### src/rtl/rst_mgmt_pkg.sv
// Shared types for the reset sequencer: FSM states, reset-cause codes and
// the software-visible cause encodings.
package rst_mgmt_pkg;

  // Cause encodings as software sees them in the CSR map.
  localparam logic [1:0] CSR_CAUSE_POR       = 2'd0;
  localparam logic [1:0] CSR_CAUSE_LOCK_LOSS = 2'd1;
  localparam logic [1:0] CSR_CAUSE_SOFT      = 2'd2;

  typedef enum logic [2:0] {
    RESET,
    WAIT_LOCK,
    REL_PERIPH,
    RUN,
    SOFT_HOLD
  } state_t;

  typedef enum logic [1:0] {
    POR       = CSR_CAUSE_POR,
    LOCK_LOSS = CSR_CAUSE_LOCK_LOSS,
    SOFT      = CSR_CAUSE_SOFT
  } rst_cause_t;

  function automatic int max3(input int a, input int b, input int c);
    int m;
    m = (a > b) ? a : b;
    return (m > c) ? m : c;
  endfunction

endpackage

### src/rtl/rst_mgmt_sync_ff.sv
// N-stage synchronizer with asynchronous clear; output is the last stage,
// so it is low while cleared and follows d after STAGES edges.
module sync_ff #(
  parameter int STAGES = 2
) (
  input  logic clk,
  input  logic rst_n,
  input  logic d,
  output logic q
);

  logic [STAGES-1:0] chain;

  always_ff @(posedge clk or negedge rst_n) begin
    if (!rst_n) begin
      chain <= '0;
    end else begin
      chain <= {chain[STAGES-2:0], d};
    end
  end

  assign q = chain[STAGES-1];

endmodule

### src/rtl/rst_mgmt.sv
// Reset sequencer: qualifies PLL lock, releases peripheral then core reset,
// reasserts on lock loss or software request and records the last cause.
module rst_mgmt
  import rst_mgmt_pkg::*;
#(
  parameter int SYNC_STAGES        = 2,
  parameter int LOCK_FILTER_CYCLES = 1024,
  parameter int CORE_DELAY_CYCLES  = 16,
  parameter int SOFT_RST_CYCLES    = 64
) (
  input  logic       clk,
  input  logic       rst_n,
  input  logic       pll_locked_i,
  input  logic       soft_rst_req_i,
  output logic       rst_periph_n_o,
  output logic       rst_core_n_o,
  output logic       rst_done_o,
  output logic [1:0] rst_cause_o
);

  localparam int CNT_MAX = max3(LOCK_FILTER_CYCLES, CORE_DELAY_CYCLES, SOFT_RST_CYCLES);
  localparam int CNT_W   = $clog2(CNT_MAX + 1);

  // Each phase ends on the edge that completes its Nth qualifying cycle.
  localparam logic [CNT_W-1:0] CNT_TOP    = CNT_W'(CNT_MAX);
  localparam logic [CNT_W-1:0] LOCK_LAST  = CNT_W'(LOCK_FILTER_CYCLES - 1);
  localparam logic [CNT_W-1:0] CORE_LAST  = CNT_W'(CORE_DELAY_CYCLES - 1);
  localparam logic [CNT_W-1:0] SOFT_LAST  = CNT_W'(SOFT_RST_CYCLES - 1);

  logic             rst_sync;
  logic             locked_s;
  logic             lock_lost;
  state_t           state, state_nxt;
  logic [CNT_W-1:0] cnt, cnt_nxt, cnt_inc;
  logic             periph, periph_nxt;
  logic             core, core_nxt;
  logic             done, done_nxt;
  rst_cause_t       cause, cause_nxt;

  sync_ff #(.STAGES(SYNC_STAGES)) u_rst_sync (
    .clk   (clk),
    .rst_n (rst_n),
    .d     (1'b1),
    .q     (rst_sync)
  );

  sync_ff #(.STAGES(SYNC_STAGES)) u_lock_sync (
    .clk   (clk),
    .rst_n (rst_n),
    .d     (pll_locked_i),
    .q     (locked_s)
  );

  assign cnt_inc   = (cnt == CNT_TOP) ? cnt : cnt + CNT_W'(1);
  assign lock_lost = !locked_s && (state == REL_PERIPH || state == RUN || state == SOFT_HOLD);

  always_comb begin
    state_nxt  = state;
    cnt_nxt    = cnt;
    periph_nxt = periph;
    core_nxt   = core;
    done_nxt   = done;
    cause_nxt  = cause;
    case (state)
      RESET: begin
        cnt_nxt = '0;
        if (rst_sync) state_nxt = WAIT_LOCK;
      end
      WAIT_LOCK: begin
        if (!locked_s) begin
          cnt_nxt = '0;
        end else if (cnt == LOCK_LAST) begin
          state_nxt  = REL_PERIPH;
          cnt_nxt    = '0;
          periph_nxt = 1'b1;
        end else begin
          cnt_nxt = cnt_inc;
        end
      end
      REL_PERIPH: begin
        if (cnt == CORE_LAST) begin
          state_nxt = RUN;
          cnt_nxt   = '0;
          core_nxt  = 1'b1;
          done_nxt  = 1'b1;
        end else begin
          cnt_nxt = cnt_inc;
        end
      end
      RUN: begin
        if (soft_rst_req_i) begin
          state_nxt  = SOFT_HOLD;
          cnt_nxt    = '0;
          periph_nxt = 1'b0;
          core_nxt   = 1'b0;
          done_nxt   = 1'b0;
          cause_nxt  = SOFT;
        end
      end
      SOFT_HOLD: begin
        if (cnt == SOFT_LAST) begin
          state_nxt = WAIT_LOCK;
          cnt_nxt   = '0;
        end else begin
          cnt_nxt = cnt_inc;
        end
      end
      default: state_nxt = RESET;
    endcase
    // Lock loss overrides everything above, including a same-cycle soft request.
    if (lock_lost) begin
      state_nxt  = WAIT_LOCK;
      cnt_nxt    = '0;
      periph_nxt = 1'b0;
      core_nxt   = 1'b0;
      done_nxt   = 1'b0;
      cause_nxt  = LOCK_LOSS;
    end
  end

  always_ff @(posedge clk or negedge rst_n) begin
    if (!rst_n) begin
      state  <= RESET;
      cnt    <= '0;
      periph <= 1'b0;
      core   <= 1'b0;
      done   <= 1'b0;
      cause  <= POR;
    end else begin
      state  <= state_nxt;
      cnt    <= cnt_nxt;
      periph <= periph_nxt;
      core   <= core_nxt;
      done   <= done_nxt;
      cause  <= cause_nxt;
    end
  end

  assign rst_periph_n_o = periph;
  assign rst_core_n_o   = core;
  assign rst_done_o     = done;
  assign rst_cause_o    = cause;

endmodule

### config.mk
export PLATFORM = sky130hd
export DESIGN_NAME = rst_mgmt
export DESIGN_NICKNAME = d
export VERILOG_FILES = /design/src/rtl/rst_mgmt_pkg.sv /design/src/rtl/rst_mgmt_sync_ff.sv /design/src/rtl/rst_mgmt.sv
export SDC_FILE = /design/constraint.sdc
export NUM_CORES = 1
export LEC_CHECK = 0
export ABC_AREA = 1
export CORE_AREA = 2 2 76 78
export DETAILED_ROUTE_END_ITERATION = 12
export DIE_AREA = 0 0 78 80
export PLACE_DENSITY = 0.46
export SLEW_MARGIN = 20
export SYNTH_ARGS = -nofsm -noshare
export SYNTH_HDL_FRONTEND = slang
export SYNTH_HIERARCHICAL = 1
export SYNTH_SLANG_ARGS = --single-unit
export TNS_END_PERCENT = 30
### constraint.sdc
create_clock -name clk -period 3.1 [get_ports clk]
set_input_delay 0.465 -clock clk [delete_from_list [all_inputs] [get_ports clk]]
set_output_delay 0.465 -clock clk [all_outputs]
set_load 0.005 [all_outputs]
==> metrics <==
antenna cells=0; layout cells sized above 1=12.3%; clock power share=21.7%; NetSw=531 uW; TritonCTS buffer count=3; unrepaired setup endpoints after global routing=no; ys async rst share=100%; antenna violations before repair=0; gpl congestion=0.847; post-CTS repair timing setup buffer count=0; yosys synthesis warning count=6; EDFF count, synth=0; Critical Path Source Type=register; Layout area overhead=14.3%; Netlist cell types=29; Gate power share=45.7%; largest net degree at the start of global routing=23; switching share of power=42.2%; Die Ht=80 um; Post-Layout Cell Count=308; commonest register cell after synthesis=dfrtp_1; IO Port Bufs=8; Mapped Nets=232; sequential share of the synthesized area=35.3%; WL met1=1890 um; Sum Neg Setup Slack=0 ns; vias in the first global route=1408; Slowest-stage cell, CP=dfrtp_1; highest metal used=met4; Synth Area per Inst=6.90 sq um; critical-path cell list=ha_1, nand2_2, nor2_4, nand3_1, nand2_1, nand3_1, nand2_2, o21ai_1; H-tree depth=1; post-cts repair resize count=0; Syn Std Cell Area=1560 sq um; Hold Path Class=reg -> reg; final setup violating endpoints=0; CTS Hold Bufs=0; dpl hpwl=2900 um; overall die width=78 um; skew final=0.00132 ns; die area=6240 sq um; Cells after Synth=226; metal3 WL=76 um; internal power=728 uW; Antenna Nets Post-Route=0; Post-Place Cells=304; Fmax=595 MHz; Multi-input gate area=850 sq um; GRT Util Overall=13.5%; initial core utilization=28.8%; post-DR wirelength/cell=11.9 um; CP required=3.25 ns; Congestion Overflow GR=0; CTS tree=done; static leakage=0.000869 uW; critical path arrival=1.83 ns; crit end category=register; final cell utilization of the core=33.0%; routed vias/inst=4.56; final hold vios=0; status=finished, final reports clean; core box area=5410 sq um; FP Rows=27; Clock transition at path regs=0.09 ns; period utilization=54.2%; final-stage net count=243; CTS Root Buffer Type=clkbuf_8; Starting DRT DRC Count=75; WL final=3670 um; Crit Path Max Fanout=6; Tmin final=1.68 ns; residual DRC count=0; First-pass DRT Iterations=4; clk_lat worst skew=0.26 ns; # clock sinks=22; Seq pwr share=32.5%; # fillers=609; Clock Tree Buf Depth=2; storage element area=551 sq um; #FFs+latches synth=22; global-route wire length before repair=6730 um; max-cap viol count=0; Ports=9; Peak VDD IR=0.213 mV; met2 wire len=1660 um; via count=1406; Largest stage delay, worst path=0.43 ns; critical setup path kind=reg -> reg; Pwr Density=707 nW/um^2; max-slew violation count=0
-- sequential cells by signal (all words and copies together) (netlist names) --
signal             flops
rst_periph_n_o         1
rst_cause_o            2
cnt                   11
u_lock_sync/chain      2
u_rst_sync/chain       2
rst_done_o             1
state                  3
-- cell usage in the layout (no fill, tap or decap) --
master / netlist / layout
inv_4: 2 / 2
dfrtp_1: 22 / 22
inv_2: 3 / 3
nor2_2: 1 / 1
and3_1: 1 / 1
ha_1: 2 / 2
nand2_4: 3 / 3
a31oi_1: 1 / 1
o21ai_2: 1 / 1
nand3_4: 1 / 1
clkbuf_8: 0 / 3
conb_1: 1 / 1
o21ai_1: 3 / 3
a21oi_1: 8 / 8
inv_1: 29 / 29
nand2_2: 5 / 5
xor2_1: 2 / 2
nand3_2: 1 / 1
o211ai_1: 2 / 2
nor3_1: 3 / 3
buf_4: 2 / 1
a21oi_2: 2 / 2
nor2_4: 4 / 4
clkdlybuf4s50_1: 0 / 8
o21ai_0: 9 / 9
nand2_1: 67 / 67
bufinv_16: 0 / 1
nor3_2: 1 / 1
nand3_1: 22 / 22
nand4_1: 7 / 7
nor2_1: 20 / 20
-- worst max-delay path, delay by kind of cell, from the launching register on --
family | cells | cell delay [ns]
DFF | 1 | 0.43
adders and majority gates | 1 | 0.25
and+or+nand+nor | 6 | 0.79
AOI/OAI and AO/OA | 1 | 0.10
-- cells in the mapped netlist, types with 2 or more instances --
library cell | count | area (sq um)
a21oi_1 | 8 | 40.0
a21oi_2 | 2 | 17.5
nand2_1 | 67 | 251
xor2_1 | 2 | 17.5
nor2_1 | 20 | 75.1
nor3_1 | 3 | 15.0
nor2_4 | 4 | 45.0
nand2_2 | 5 | 31.3
o21ai_0 | 9 | 45.0
inv_4 | 2 | 12.5
o21ai_1 | 3 | 15.0
inv_1 | 29 | 109
inv_2 | 3 | 11.3
dfrtp_1 | 22 | 551
o211ai_1 | 2 | 15.0
nand2_4 | 3 | 33.8
nand4_1 | 7 | 43.8
ha_1 | 2 | 25.0
nand3_1 | 22 | 110
buf_4 | 2 | 15.0
-- power by group through the flow --
stage	combinational, uW	sequential, uW	clock [uW]
floorplan	433	407	0
global placement	588	416	0
global route	682	420	299
CTS	582	410	283
detailed placement	579	416	0
finish	576	409	274
-- cell families after synthesis --
family	Yosys count	share of synthesized area, %
compound gates	26	9.47
xor+xnor	2	1.12
fa+ha+maj	2	1.60
buf+inv	37	10.2
flops	22	35.3
other cells	1	0.241
simple gates	136	42.1
-- per-stage QoR --
stage / instance area [sq um] / hold WS (ns) / total power [uW] / setup WS (ns)
floorplan: 1560 / 0.169 / 840 / 1.72
global placement: 1710 / 0.333 / 1000 / 1.36
detailed placement: 1710 / 0.336 / 995 / 1.36
CTS: 1780 / 0.356 / 1280 / 1.44
global route: 1780 / 0.364 / 1400 / 1.26
finish: 1780 / 0.355 / 1260 / 1.42
-- cell type report --
class | count | area share (%)
inverter | 34 | 7.44
tap | 72 | 5.06
sequential | 22 | 30.9
clock buffer | 3 | 2.32
clock inverter | 1 | 1.69
multi-input combinational | 167 | 47.7
timing repair buffer | 9 | 4.92
-- routing by layer --
layer | track usage [%] | vias up
met5 | 0 | -
li1 | - | 741
met2 | 21.5 | 20
met4 | 4.91 | 0
met1 | 18.6 | 641
met3 | 2.04 | 4
-- final timing paths --
check                                 endpoint  cells after the start  slack (ns)                start
hold / removal             u_rst_sync/chain[1]                      0        0.35  u_rst_sync/chain[0]
min in group asynchronous              cnt[10]                      2        0.55                rst_n
setup reg to reg                       cnt[10]                      8        1.42               cnt[1]
setup / recovery                       cnt[10]                      8        1.42               cnt[1]
hold reg to reg            u_rst_sync/chain[1]                      0        0.35  u_rst_sync/chain[0]
max in group asynchronous             state[0]                      2        2.33                rst_n
Note: power is estimated with default switching activity, not from simulation.
